`config.mk`:
```
export PLATFORM = sky130hd
export DESIGN_NAME = btb_predictor_flat
export DESIGN_NICKNAME = d
export VERILOG_FILES = /design/src/rtl/btb_pkg.sv /design/src/rtl/btb_predictor_if.sv /design/src/rtl/btb_victim_sel.sv /design/src/rtl/btb_predictor.sv /design/src/flat_wrapper.sv
export SDC_FILE = /design/constraint.sdc
export NUM_CORES = 2
export LEC_CHECK = 0
export ABC_AREA = 1
export CAP_MARGIN = 20
export CORE_AREA = 2 2 580 582
export CTS_BUF_LIST = sky130_fd_sc_hd__clkbuf_4 sky130_fd_sc_hd__clkbuf_8 sky130_fd_sc_hd__clkbuf_16
export CTS_CLUSTER_DIAMETER = 150
export DETAILED_ROUTE_END_ITERATION = 7
export DIE_AREA = 0 0 582 584
export DONT_BUFFER_PORTS = 1
export HOLD_SLACK_MARGIN = 0.1
export MAX_ROUTING_LAYER = met4
export SETUP_SLACK_MARGIN = 0.3
export SYNTH_ARGS = -nofsm -noshare
export SYNTH_HDL_FRONTEND = slang
export SYNTH_SLANG_ARGS = --single-unit
```
`constraint.sdc`:
```
create_clock -name clk -period 5.8 [get_ports clk]
set_input_delay 1.74 -clock clk [delete_from_list [all_inputs] [get_ports clk]]
set_output_delay 1.74 -clock clk [all_outputs]
set_load 0.05 [all_outputs]
```
`src/rtl/btb_pkg.sv`:
```
// Shared types and sizing helpers for the branch target buffer.
// Tag, target and counter fields are parameter-width, so they live in arrays beside btb_meta_t.
package btb_pkg;

  typedef enum logic {IDLE, SWEEP} btb_state_t;

  typedef struct packed {
    logic valid;
    logic is_branch;
  } btb_meta_t;

  function automatic int idx_width(input int num_sets);
    return $clog2(num_sets);
  endfunction

  function automatic int tag_width(input int pc_width, input int num_sets);
    return pc_width - $clog2(num_sets) - 2;
  endfunction

  function automatic int ptr_width(input int ways);
    return (ways > 1) ? $clog2(ways) : 1;
  endfunction

  // Weakly-taken starting value for a freshly allocated counter
  function automatic int unsigned ctr_init(input int ctr_width);
    return 32'd1 << (ctr_width - 1);
  endfunction

endpackage

```
`src/rtl/btb_predictor_if.sv`:
```
// Fetch-side lookup, resolve-side update and flush signals of the BTB.
interface btb_predictor_if #(
  parameter int PC_WIDTH = 32
);
  logic                lookup_valid;
  logic [PC_WIDTH-1:0] lookup_pc;
  logic                pred_valid;
  logic                pred_hit;
  logic                pred_jump;
  logic                pred_taken;
  logic [PC_WIDTH-1:0] pred_target;
  logic                upd_valid;
  logic [PC_WIDTH-1:0] upd_pc;
  logic [PC_WIDTH-1:0] upd_target;
  logic                upd_is_branch;
  logic                upd_taken;
  logic                flush;
  logic                flush_busy;

  modport master (
    output lookup_valid, lookup_pc,
    output upd_valid, upd_pc, upd_target, upd_is_branch, upd_taken,
    output flush,
    input  pred_valid, pred_hit, pred_jump, pred_taken, pred_target,
    input  flush_busy
  );

  modport slave (
    input  lookup_valid, lookup_pc,
    input  upd_valid, upd_pc, upd_target, upd_is_branch, upd_taken,
    input  flush,
    output pred_valid, pred_hit, pred_jump, pred_taken, pred_target,
    output flush_busy
  );
endinterface

```
`src/rtl/btb_victim_sel.sv`:
```
// Picks the way to allocate into: lowest invalid way, else the round-robin pointer.
module btb_victim_sel #(
  parameter int WAYS  = 2,
  parameter int PTR_W = 1
) (
  input  logic [WAYS-1:0]  valid,
  input  logic [PTR_W-1:0] ptr,
  output logic [PTR_W-1:0] victim,
  output logic             advance
);

  always_comb begin
    victim  = ptr;
    advance = 1'b1;
    for (int w = WAYS - 1; w >= 0; w--) begin
      if (!valid[w]) begin
        victim  = PTR_W'(w);
        advance = 1'b0;
      end
    end
  end

endmodule

```
`src/rtl/btb_predictor.sv`:
```
// Set-associative BTB with saturating direction counters, round-robin replacement
// and a one-set-per-cycle flush sweep. Predictions are registered one cycle after lookup.
module btb_predictor
  import btb_pkg::*;
#(
  parameter int NUM_SETS  = 16,
  parameter int WAYS      = 2,
  parameter int PC_WIDTH  = 32,
  parameter int CTR_WIDTH = 2
) (
  input  logic            clk,
  input  logic            rst,
  btb_predictor_if.slave  bus
);

  localparam int IDX_W = idx_width(NUM_SETS);
  localparam int TAG_W = tag_width(PC_WIDTH, NUM_SETS);
  localparam int PTR_W = ptr_width(WAYS);
  localparam logic [CTR_WIDTH-1:0] CTR_INIT = CTR_WIDTH'(ctr_init(CTR_WIDTH));
  localparam logic [IDX_W-1:0]     LAST_SET = IDX_W'(NUM_SETS - 1);
  localparam logic [PTR_W-1:0]     LAST_WAY = PTR_W'(WAYS - 1);

  btb_meta_t            meta    [NUM_SETS][WAYS];
  logic [TAG_W-1:0]     tags    [NUM_SETS][WAYS];
  logic [PC_WIDTH-1:0]  targets [NUM_SETS][WAYS];
  logic [CTR_WIDTH-1:0] ctrs    [NUM_SETS][WAYS];
  logic [PTR_W-1:0]     rr_ptr  [NUM_SETS];

  btb_state_t       state;
  logic [IDX_W-1:0] sweep_set;

  logic [IDX_W-1:0]    lk_set;
  logic [TAG_W-1:0]    lk_tag;
  logic                lk_hit;
  logic                lk_jump;
  logic                lk_taken;
  logic [PC_WIDTH-1:0] lk_target;

  assign lk_set = bus.lookup_pc[IDX_W+1:2];
  assign lk_tag = bus.lookup_pc[PC_WIDTH-1:IDX_W+2];

  // Entries are invisible while the sweep is running
  always_comb begin
    lk_hit    = 1'b0;
    lk_jump   = 1'b0;
    lk_taken  = 1'b0;
    lk_target = '0;
    for (int w = 0; w < WAYS; w++) begin
      if (state == IDLE && meta[lk_set][w].valid && tags[lk_set][w] == lk_tag) begin
        lk_hit    = 1'b1;
        lk_jump   = !meta[lk_set][w].is_branch;
        lk_taken  = !meta[lk_set][w].is_branch || ctrs[lk_set][w][CTR_WIDTH-1];
        lk_target = targets[lk_set][w];
      end
    end
  end

  logic [IDX_W-1:0]     up_set;
  logic [TAG_W-1:0]     up_tag;
  logic                 up_hit;
  logic [PTR_W-1:0]     up_hit_way;
  logic [WAYS-1:0]      up_valid_vec;
  logic [PTR_W-1:0]     victim;
  logic                 advance;
  logic [PTR_W-1:0]     ptr_next;
  logic [CTR_WIDTH-1:0] ctr_cur;
  logic [CTR_WIDTH-1:0] ctr_next;
  logic                 upd_en;
  logic                 alloc_en;

  assign up_set = bus.upd_pc[IDX_W+1:2];
  assign up_tag = bus.upd_pc[PC_WIDTH-1:IDX_W+2];

  always_comb begin
    up_hit       = 1'b0;
    up_hit_way   = '0;
    up_valid_vec = '0;
    for (int w = 0; w < WAYS; w++) begin
      up_valid_vec[w] = meta[up_set][w].valid;
      if (meta[up_set][w].valid && tags[up_set][w] == up_tag) begin
        up_hit     = 1'b1;
        up_hit_way = PTR_W'(w);
      end
    end
  end

  btb_victim_sel #(
    .WAYS  (WAYS),
    .PTR_W (PTR_W)
  ) u_victim_sel (
    .valid   (up_valid_vec),
    .ptr     (rr_ptr[up_set]),
    .victim  (victim),
    .advance (advance)
  );

  assign ptr_next = (rr_ptr[up_set] == LAST_WAY) ? '0 : rr_ptr[up_set] + 1'b1;
  assign ctr_cur  = ctrs[up_set][up_hit_way];

  always_comb begin
    ctr_next = ctr_cur;
    if (bus.upd_taken) begin
      if (ctr_cur != '1) ctr_next = ctr_cur + 1'b1;
    end else begin
      if (ctr_cur != '0) ctr_next = ctr_cur - 1'b1;
    end
  end

  assign upd_en   = (state == IDLE) && bus.upd_valid && !bus.flush;
  assign alloc_en = !up_hit && (!bus.upd_is_branch || bus.upd_taken);

  assign bus.flush_busy = (state == SWEEP);

  // Outputs hold between lookups; only pred_valid follows lookup_valid every cycle
  always_ff @(posedge clk) begin
    if (rst) begin
      state           <= SWEEP;
      sweep_set       <= '0;
      bus.pred_valid  <= 1'b0;
      bus.pred_hit    <= 1'b0;
      bus.pred_jump   <= 1'b0;
      bus.pred_taken  <= 1'b0;
      bus.pred_target <= '0;
    end else begin
      bus.pred_valid <= bus.lookup_valid;
      if (bus.lookup_valid) begin
        bus.pred_hit    <= lk_hit;
        bus.pred_jump   <= lk_jump;
        bus.pred_taken  <= lk_taken;
        bus.pred_target <= lk_target;
      end
      case (state)
        IDLE: begin
          if (bus.flush) begin
            state     <= SWEEP;
            sweep_set <= '0;
          end else if (upd_en) begin
            if (up_hit) begin
              targets[up_set][up_hit_way]        <= bus.upd_target;
              meta[up_set][up_hit_way].is_branch <= bus.upd_is_branch;
              if (bus.upd_is_branch) ctrs[up_set][up_hit_way] <= ctr_next;
            end else if (alloc_en) begin
              meta[up_set][victim]    <= '{valid: 1'b1, is_branch: bus.upd_is_branch};
              tags[up_set][victim]    <= up_tag;
              targets[up_set][victim] <= bus.upd_target;
              ctrs[up_set][victim]    <= CTR_INIT;
              if (advance) rr_ptr[up_set] <= ptr_next;
            end
          end
        end
        SWEEP: begin
          for (int w = 0; w < WAYS; w++) begin
            meta[sweep_set][w].valid <= 1'b0;
          end
          rr_ptr[sweep_set] <= '0;
          if (sweep_set == LAST_SET) state <= IDLE;
          else sweep_set <= sweep_set + 1'b1;
        end
        default: state <= IDLE;
      endcase
    end
  end

endmodule

```
`src/flat_wrapper.sv`:
```
// flat-port wrapper written by rule: the top's interface ports become plain ports
module btb_predictor_flat import btb_pkg::*;
#(
  parameter int NUM_SETS  = 16,
  parameter int WAYS      = 2,
  parameter int PC_WIDTH  = 32,
  parameter int CTR_WIDTH = 2
)
  (clk, rst, bus_lookup_valid, bus_lookup_pc, bus_upd_valid, bus_upd_pc, bus_upd_target, bus_upd_is_branch, bus_upd_taken, bus_flush, bus_pred_valid, bus_pred_hit, bus_pred_jump, bus_pred_taken, bus_pred_target, bus_flush_busy);
  btb_predictor_if #(.PC_WIDTH(PC_WIDTH)) bus_i ();
  input  logic clk;
  input  logic rst;
  input wire logic [$bits(bus_i.lookup_valid)-1:0] bus_lookup_valid;
  input wire logic [$bits(bus_i.lookup_pc)-1:0] bus_lookup_pc;
  input wire logic [$bits(bus_i.upd_valid)-1:0] bus_upd_valid;
  input wire logic [$bits(bus_i.upd_pc)-1:0] bus_upd_pc;
  input wire logic [$bits(bus_i.upd_target)-1:0] bus_upd_target;
  input wire logic [$bits(bus_i.upd_is_branch)-1:0] bus_upd_is_branch;
  input wire logic [$bits(bus_i.upd_taken)-1:0] bus_upd_taken;
  input wire logic [$bits(bus_i.flush)-1:0] bus_flush;
  output wire logic [$bits(bus_i.pred_valid)-1:0] bus_pred_valid;
  output wire logic [$bits(bus_i.pred_hit)-1:0] bus_pred_hit;
  output wire logic [$bits(bus_i.pred_jump)-1:0] bus_pred_jump;
  output wire logic [$bits(bus_i.pred_taken)-1:0] bus_pred_taken;
  output wire logic [$bits(bus_i.pred_target)-1:0] bus_pred_target;
  output wire logic [$bits(bus_i.flush_busy)-1:0] bus_flush_busy;
  assign bus_i.lookup_valid = bus_lookup_valid;
  assign bus_i.lookup_pc = bus_lookup_pc;
  assign bus_i.upd_valid = bus_upd_valid;
  assign bus_i.upd_pc = bus_upd_pc;
  assign bus_i.upd_target = bus_upd_target;
  assign bus_i.upd_is_branch = bus_upd_is_branch;
  assign bus_i.upd_taken = bus_upd_taken;
  assign bus_i.flush = bus_flush;
  assign bus_pred_valid = bus_i.pred_valid;
  assign bus_pred_hit = bus_i.pred_hit;
  assign bus_pred_jump = bus_i.pred_jump;
  assign bus_pred_taken = bus_i.pred_taken;
  assign bus_pred_target = bus_i.pred_target;
  assign bus_flush_busy = bus_i.flush_busy;
  btb_predictor #(.NUM_SETS(NUM_SETS), .WAYS(WAYS), .PC_WIDTH(PC_WIDTH), .CTR_WIDTH(CTR_WIDTH)) u_core (.clk(clk), .rst(rst), .bus(bus_i));
endmodule
```
* After elaboration in Yosys (flattened, before gate mapping)
Memory sizes are Yosys's and may differ from the RTL's.
Index checks and enable logic that the tools add are counted.
** Word-level totals
- Output and inout port bits :: 37
- ROM bits :: 0
- Memories kept :: 5
- Bits in latches :: 0
- Bits in registers :: 41
- Bits in writable memories :: 2000
** Cells by class
- Multiplexer cells :: 152
- Bitwise logic cells :: 75
- Shifts and indexed selects :: 0
- Eq/ne operators :: 8
- $lt $le $gt $ge :: 4
- $add $sub $neg :: 4
- Multipliers :: 0
- Divide/modulo/power cells :: 0
- Reductions and logical operators :: 23
** Memories
- u_core.targets :: depth 16, width 64, read ports 1, clocked after Yosys merged registers in 0, write ports 1, line btb_predictor.sv:25 : logic [PC_WIDTH-1:0] targets [NUM_SETS][WAYS];
- u_core.tags :: depth 16, width 52, read ports 2, clocked after Yosys merged registers in 0, write ports 1, line btb_predictor.sv:24 : logic [TAG_W-1:0] tags [NUM_SETS][WAYS];
- u_core.ctrs :: depth 16, width 4, read ports 2, clocked after Yosys merged registers in 0, write ports 1, line btb_predictor.sv:26 : logic [CTR_WIDTH-1:0] ctrs [NUM_SETS][WAYS];
- u_core.meta :: depth 16, width 4, read ports 2, clocked after Yosys merged registers in 0, write ports 1, line btb_predictor.sv:23 : btb_meta_t meta [NUM_SETS][WAYS];
- u_core.rr_ptr :: depth 16, width 1, read ports 1, clocked after Yosys merged registers in 0, write ports 1, line btb_predictor.sv:27 : logic [PTR_W-1:0] rr_ptr [NUM_SETS];
** Operator list (count)
- $mux 32 :: 4
- $mux 64 :: 2
- $mux 1 :: 119
- $eq 26x26->1 :: 4
- $or 1x1->1 :: 72
- $demux 32 s1 :: 2
- $mux 52 :: 1
- $mux 4 :: 9
- $demux 26 s1 :: 1
- $mux 26 :: 1
- $mux 2 :: 8
- $logic_and 1x1->1 :: 11
- $pmux 4 s2 :: 1
- $demux 2 s1 :: 3
- $ne 2x2->1 const B :: 3
- $logic_not 1->1 :: 5
- $add 4x1->4 const B :: 1
- $eq 4x4->1 const B :: 1
- $ge 2x2->1 const B :: 2
- $lt 2x1->1 const B :: 2
- $not 1->2 :: 2
- $reduce_or 4->1 :: 1
- $logic_or 1x1->1 :: 3
- $add 2x1->2 const B :: 1
- 7 further kinds :: 7

* Longest topological paths before layout
An unclocked memory read counts as a cell.
- Depth in word-level cells :: 16
- Mapped depth :: 25

* Modules after synthesis
Synthesis repeated with hierarchy kept, for this count alone.
** Second synthesis, totals
- Cell total of the unflattened synthesis :: 9134
- Area, all modules :: 92585.0 um^2
** By module, submodules not included
- btb_predictor :: area each 92561.3 um^2, cells each 9129, times used 1
- btb_victim_sel :: area each 23.8 um^2, cells each 5, times used 1

* Worst setup path before layout
Ideal clock, no wire load.
- Path kind :: in2reg
- Start point :: in bus_upd_pc[3]
- End point :: mem u_core.tags[0][26] (netlist bit) (enable)
- Arrival time :: 5.359 ns
- Required time :: 5.358 ns
- Path slack :: -0.001 ns
- Library setup time :: 0.442 ns
- Stages on the path :: 15
- Path through :: buf_4 > inv_4 > nand2_2 > inv_2 > buf_2 > buf_6 > a22oi_1 > a31oi_1 > or2_1 > nor2_1 > a21oi_2 > inv_1 > nand4_4 > buf_2 > nor3_1
** On the way
- Word-level cells in the longest chain between the ends :: 14
- Elaborated cells on any way between the ends :: 26
- Those cells by class :: 2 x order compare; 2 x eq/ne; 13 x mux; 1 x bitwise; 5 x reduce/logical; 3 x memory
** RTL lines
- from (decl) :: line flat_wrapper.sv:16 : input wire logic [$bits(bus_i.upd_pc)-1:0] bus_upd_pc;
- $mem_v2 16x52
- $eq 26x26->1 :: line btb_predictor.sv:80 : if (meta[up_set][w].valid && tags[up_set][w] == up_tag) begin
- $logic_and 1x1->1 :: line btb_predictor.sv:80
- $mux 1 (2 in a row) :: line btb_predictor.sv:80
- $logic_not 1->1 :: line btb_predictor.sv:110 : assign alloc_en = !up_hit && (!bus.upd_is_branch || bus.upd_taken);
- $logic_and 1x1->1 :: line btb_predictor.sv:110
- $mux 1 :: line btb_predictor.sv:142 : end else if (alloc_en) begin
- $mux 1 :: line btb_predictor.sv:138 : if (up_hit) begin
- $mux 1 :: line btb_predictor.sv:137 : end else if (upd_en) begin
- $mux 1 :: line btb_predictor.sv:134 : if (bus.flush) begin
- $mux 1 :: line btb_predictor.sv:132 : case (state)
- $mux 1 :: line btb_predictor.sv:116 : if (rst) begin
- $mux 52 (implied by the code) :: line btb_predictor.sv:144 : tags[up_set][victim] <= up_tag;
- to (decl) :: line btb_predictor.sv:24
Parallel ways exist; a longest one is shown, timed or not.

* Final worst setup path
- Start point :: in bus_lookup_pc[2]
- End point :: reg u_core.bus.pred_target[3]
** On the way
- Word-level cells in the longest chain between the ends :: 5
- Elaborated cells on any way between the ends :: 11
- Those cells by class :: 2 x eq/ne; 2 x mux; 4 x reduce/logical; 3 x memory
** RTL lines
- from (decl) :: line flat_wrapper.sv:14 : input wire logic [$bits(bus_i.lookup_pc)-1:0] bus_lookup_pc;
- $mem_v2 16x52 or $mem_v2 16x4 (tied branches)
- $eq 26x26->1 or $logic_and 1x1->1 (tied branches) :: line btb_predictor.sv:49 : if (state == IDLE && meta[lk_set][w].valid && tags[lk_set][w] == lk_tag) begin
- $logic_and 1x1->1 :: line btb_predictor.sv:49
- $mux 32 :: line btb_predictor.sv:49
- $mux 32 (*) :: line btb_predictor.sv:49
- to (signal assigned) :: line btb_predictor.sv:130 : bus.pred_target <= lk_target;
- to (decl) :: line btb_predictor_if.sv:32 : output pred_valid, pred_hit, pred_jump, pred_taken, pred_target,
Every way passes the cells marked *; elsewhere a longest branch is shown, timed or not.
A chain may end at the register's enable or synchronous reset.

==> results by group <==
STA
  • Skew final: 108 ps
  • Fin worst setup slack: roughly 630 ps
  • F_max: between 0.15 and 0.2 GHz
  • # setup viols final: 0
  • Final period util: 0.892
  • RSZ-0062 raised after global routing: no
  • Slew Viols, Final: about 50
  • Worst Tran Pin Value: between 1500 and 2000 ps
  • Slew Limit Headroom: -0.0259
  • Post-layout min period: 5170 ps
  • Hold Vio Cnt, Final: 0
  • Setup TNS: 0 ps

Clock network
  • CTS Buf Count: 216
  • H-tree Lvls: 4
  • CTS Root Buffer Type: clkbuf_16
  • Clock transition at path regs: 60 ps
  • Hold buffer count at cts: 0
  • CTS tree: yes
  • CTS sink count: approximately 2000
  • Skew-Pair Late Insertion Delay: approximately 930 ps
  • Max Root-Sink Buffers: 4

Route
  • Wirelength, routed: around 310000 um
  • Vias per cell: 5.15
  • Post-DR wirelength/cell: approximately 23 um
  • Vias: between 70000 and 80000
  • 1st-iter DRT viols: between 8000 and 9000
  • Post-route DRC: 0
  • Antenna Nets Post-Route: 0
  • Drt first pass iters: 8

Final layout
  • Syn-to-layout area delta: 14.8%
  • NumNets Final: ~9000
  • Post-route insts no fill: about 14000
  • Layout cells sized above 1: 0.0766
  • Final Core Density: 0.321

Critical path
  • Cells on worst reg2reg path: 18
  • CP Data Arrival Time: ~6000 ps
  • Critical path capture point type: flip-flop
  • Critical R2R Launch: u_core.tags[2][1]
  • Reg2reg setup slack: approximately 2100 ps
  • Worst EP required: 6610 ps
  • Setup CP Type: in2reg
  • Crit Path Max Fanout: 220
  • Reg2reg end: u_core.tags[3][29]
  • Startpoint types: input pin

Run status
  • Status: finished with violations
  • Failing checks: max-slew violations

Global route
  • Global-route wire length before repair: approximately 450000 um
  • Total track usage: 0.182
  • Largest net degree at the start of global routing: between 1000 and 1500
  • Overflow after GRT: 0
  • Vias in the first global route: between 60000 and 70000
  • Initial antenna violation count: 9

Synth
  • Leading area contributor after synthesis: edfxtp_1
  • Sequential cell area fraction in the yosys report: 0.654
  • Synth top area cells: edfxtp_1 (65%), nand2_1 (11%), o21ai_0 (3.9%)
  • Syn. warnings: 0
  • Mean Syn Cell Area: 10.1 um2
  • Synthesized flop and latch total: 2041
  • Synth cell types: approximately 40
  • Mapped Nets: 9293
  • Syn Inst Count: 9189
  • Cell Area, Synth: 93000 um2
  • Synth top area share: 0.646

Placement
  • Routability congestion estimate from global placement: approximately 0.94
  • Dpl hpwl: 175000 um
  • Pre-CTS setup slack: 294 ps
  • Placed cell count: 13200
  • Port-buffer cells: 0

Pwr
  • Logic pwr share: 0.066
  • Reg power frac: 0.505
  • Pwr Total: 0.0321 W
  • Share of total power in the clock network: 0.429
  • Worst vdd ir: roughly 0.26 mV
  • Sw Pwr: ~0.0073 W
  • Sw frac: 0.228
  • Pint: about 0.025 W
  • Lkg Pwr: between 30 and 40 nW
  • PwrDens: between 300 and 400 nW/um2

Die
  • Row Count: 212
  • Core Area: 333000 um2
  • Io pins: between 100 and 150
  • Die height: a little under 600 um
  • Initial Util: 0.279
  • Die Wd: approximately 580 um
  • Die Footprint: approximately 340000 um2

Hold path
  • Hold EP: u_core.sweep_set[1]
  • Hold Path Class: reg2reg
  • Hold path start: u_core.sweep_set[1]
  • Hold path cells: 2

Job
  • Max cap viols: 0
==> layer usage <==
| layer | share of wire | GRT usage | wire [um] | up-vias |
|---|---|---|---|---|
| met3 | 0.097 | 0.0330 | 30400 | 621 |
| met2 | 0.46 | 0.286 | 145000 | 3383 |
| met4 | 0.040 | 0.0684 | 12400 | 0 |
| met5 | 0 | - | 0 | - |
| met1 | 0.40 | 0.232 | 126000 | 34300 |
| li1 | - | - | - | 31800 |
==> power by group through the flow <==
stage                     clock network, W  logic, W  registers (W)
after floorplan                          0   0.00148         0.0165
after global placement                   0   0.00190         0.0165
after detailed placement                 0   0.00190         0.0165
after CTS                           0.0139   0.00191         0.0162
after global routing                0.0144   0.00229         0.0162
final                               0.0138   0.00211         0.0162
==> cell usage after synthesis (all sizes together) <==
| cell type | count |
|---|---|
| nand3 | 577 |
| nand4 | 57 |
| o21ai | 814 |
| or2 | 7 |
| a21oi | 408 |
| dfxtp | 41 |
| o211ai | 214 |
| a2111oi | 1 |
| buf | 335 |
| edfxtp | 2000 |
| a31oi | 23 |
| o21a | 1 |
| nor3 | 50 |
| nand3b | 4 |
| clkbuf | 273 |
| a221oi | 115 |
| nor2 | 964 |
| ha | 1 |
| o221ai | 96 |
| nor4 | 2 |
| nand2 | 2654 |
| inv | 476 |
| o22ai | 50 |
| clkinv | 3 |
| a22oi | 23 |
==> state kept, by name, indices dropped and copies added (netlist names) <==
| name | cells |
|---|---|
| u_core.tags | 832 |
| u_core.ctrs | 64 |
| u_core.bus.flush_busy | 1 |
| u_core.bus.pred_taken | 1 |
| u_core.bus.pred_hit | 1 |
| u_core.bus.pred_valid | 1 |
| u_core.targets | 1024 |
| u_core.sweep_set | 4 |
| u_core.rr_ptr | 16 |
| u_core.bus.pred_jump | 1 |
| u_core.bus.pred_target | 32 |
| u_core.meta | 64 |
==> worst max-delay path by stage <==
stage                      from                         to  slack, ps  cells after the start
2_1_floorplan     bus_upd_pc[3]        u_core.tags[14][26]          2                     15
5_1_grt        bus_lookup_pc[2]  u_core.bus.pred_target[3]        430                     20
3_3_place_gp      bus_upd_pc[3]          u_core.ctrs[4][0]        260                     21
4_1_cts           bus_upd_pc[3]          u_core.ctrs[4][0]       1180                     21
6_report       bus_lookup_pc[2]  u_core.bus.pred_target[3]        630                     18
3_5_place_dp      bus_upd_pc[3]          u_core.ctrs[4][0]        290                     21
==> cells in the final DEF (no fill, tap or decap), drive strengths merged, types with 115 or more instances in the layout <==
master,n
nand2,2654
clkbuf,286
o211ai,214
a221oi,115
a21oi,408
inv,482
buf,247
o21ai,814
nand3,577
nor2,964
edfxtp,2000
==> through the flow <==
stage	hold slack [ps]	area, um2
2_1_floorplan	466	93100
3_3_place_gp	492	99500
3_5_place_dp	493	99500
4_1_cts	502	107000
5_1_grt	529	107000
6_report	502	107000
==> cell type report <==
| type | count | area, um2 |
|---|---|---|
| clock inverter | 104 | 962 |
| timing repair buffer | 250 | 3690 |
| antenna | 14 | 35.0 |
| clock buffer | 283 | 6010 |
| tap | 4387 | 5490 |
| inverter | 479 | 1850 |
| fill | 33300 | 226000 |
| sequential | 2041 | 60900 |
| multi-input combinational | 6061 | 27900 |
==> worst max-delay path, cell delays in order <==
cell	delay, ps
buf_16	470
buf_16	460
buf_16	670
a21oi_1	160
o21ai_0	110
nand3_1	110
nand3_1	310
nand2_1	120
nand2_1	130
nand4_1	150
nor2_1	120
nand2_1	90
nor2_4	140
buf_12	260
nand3_1	120
nand2_1	90
nand2_1	150
a21oi_1	180
==> what timing repair did <==
action,in CTS,in global routing
setup buffers,0,0
gates resized for setup,0,0
endpoints found under the setup margin,0,35
hold endpoints to repair,0,0
==> cells by family after synthesis <==
logic type / share of synthesized area
AO/OA/AOI/OAI: 0.110
flip-flops: 0.654
AND/OR/NAND/NOR: 0.186
adder cells (fa/ha/maj): 0.000134
buffers and inverters: 0.0497
No activity file was read; power rests on OpenSTA's default activity.
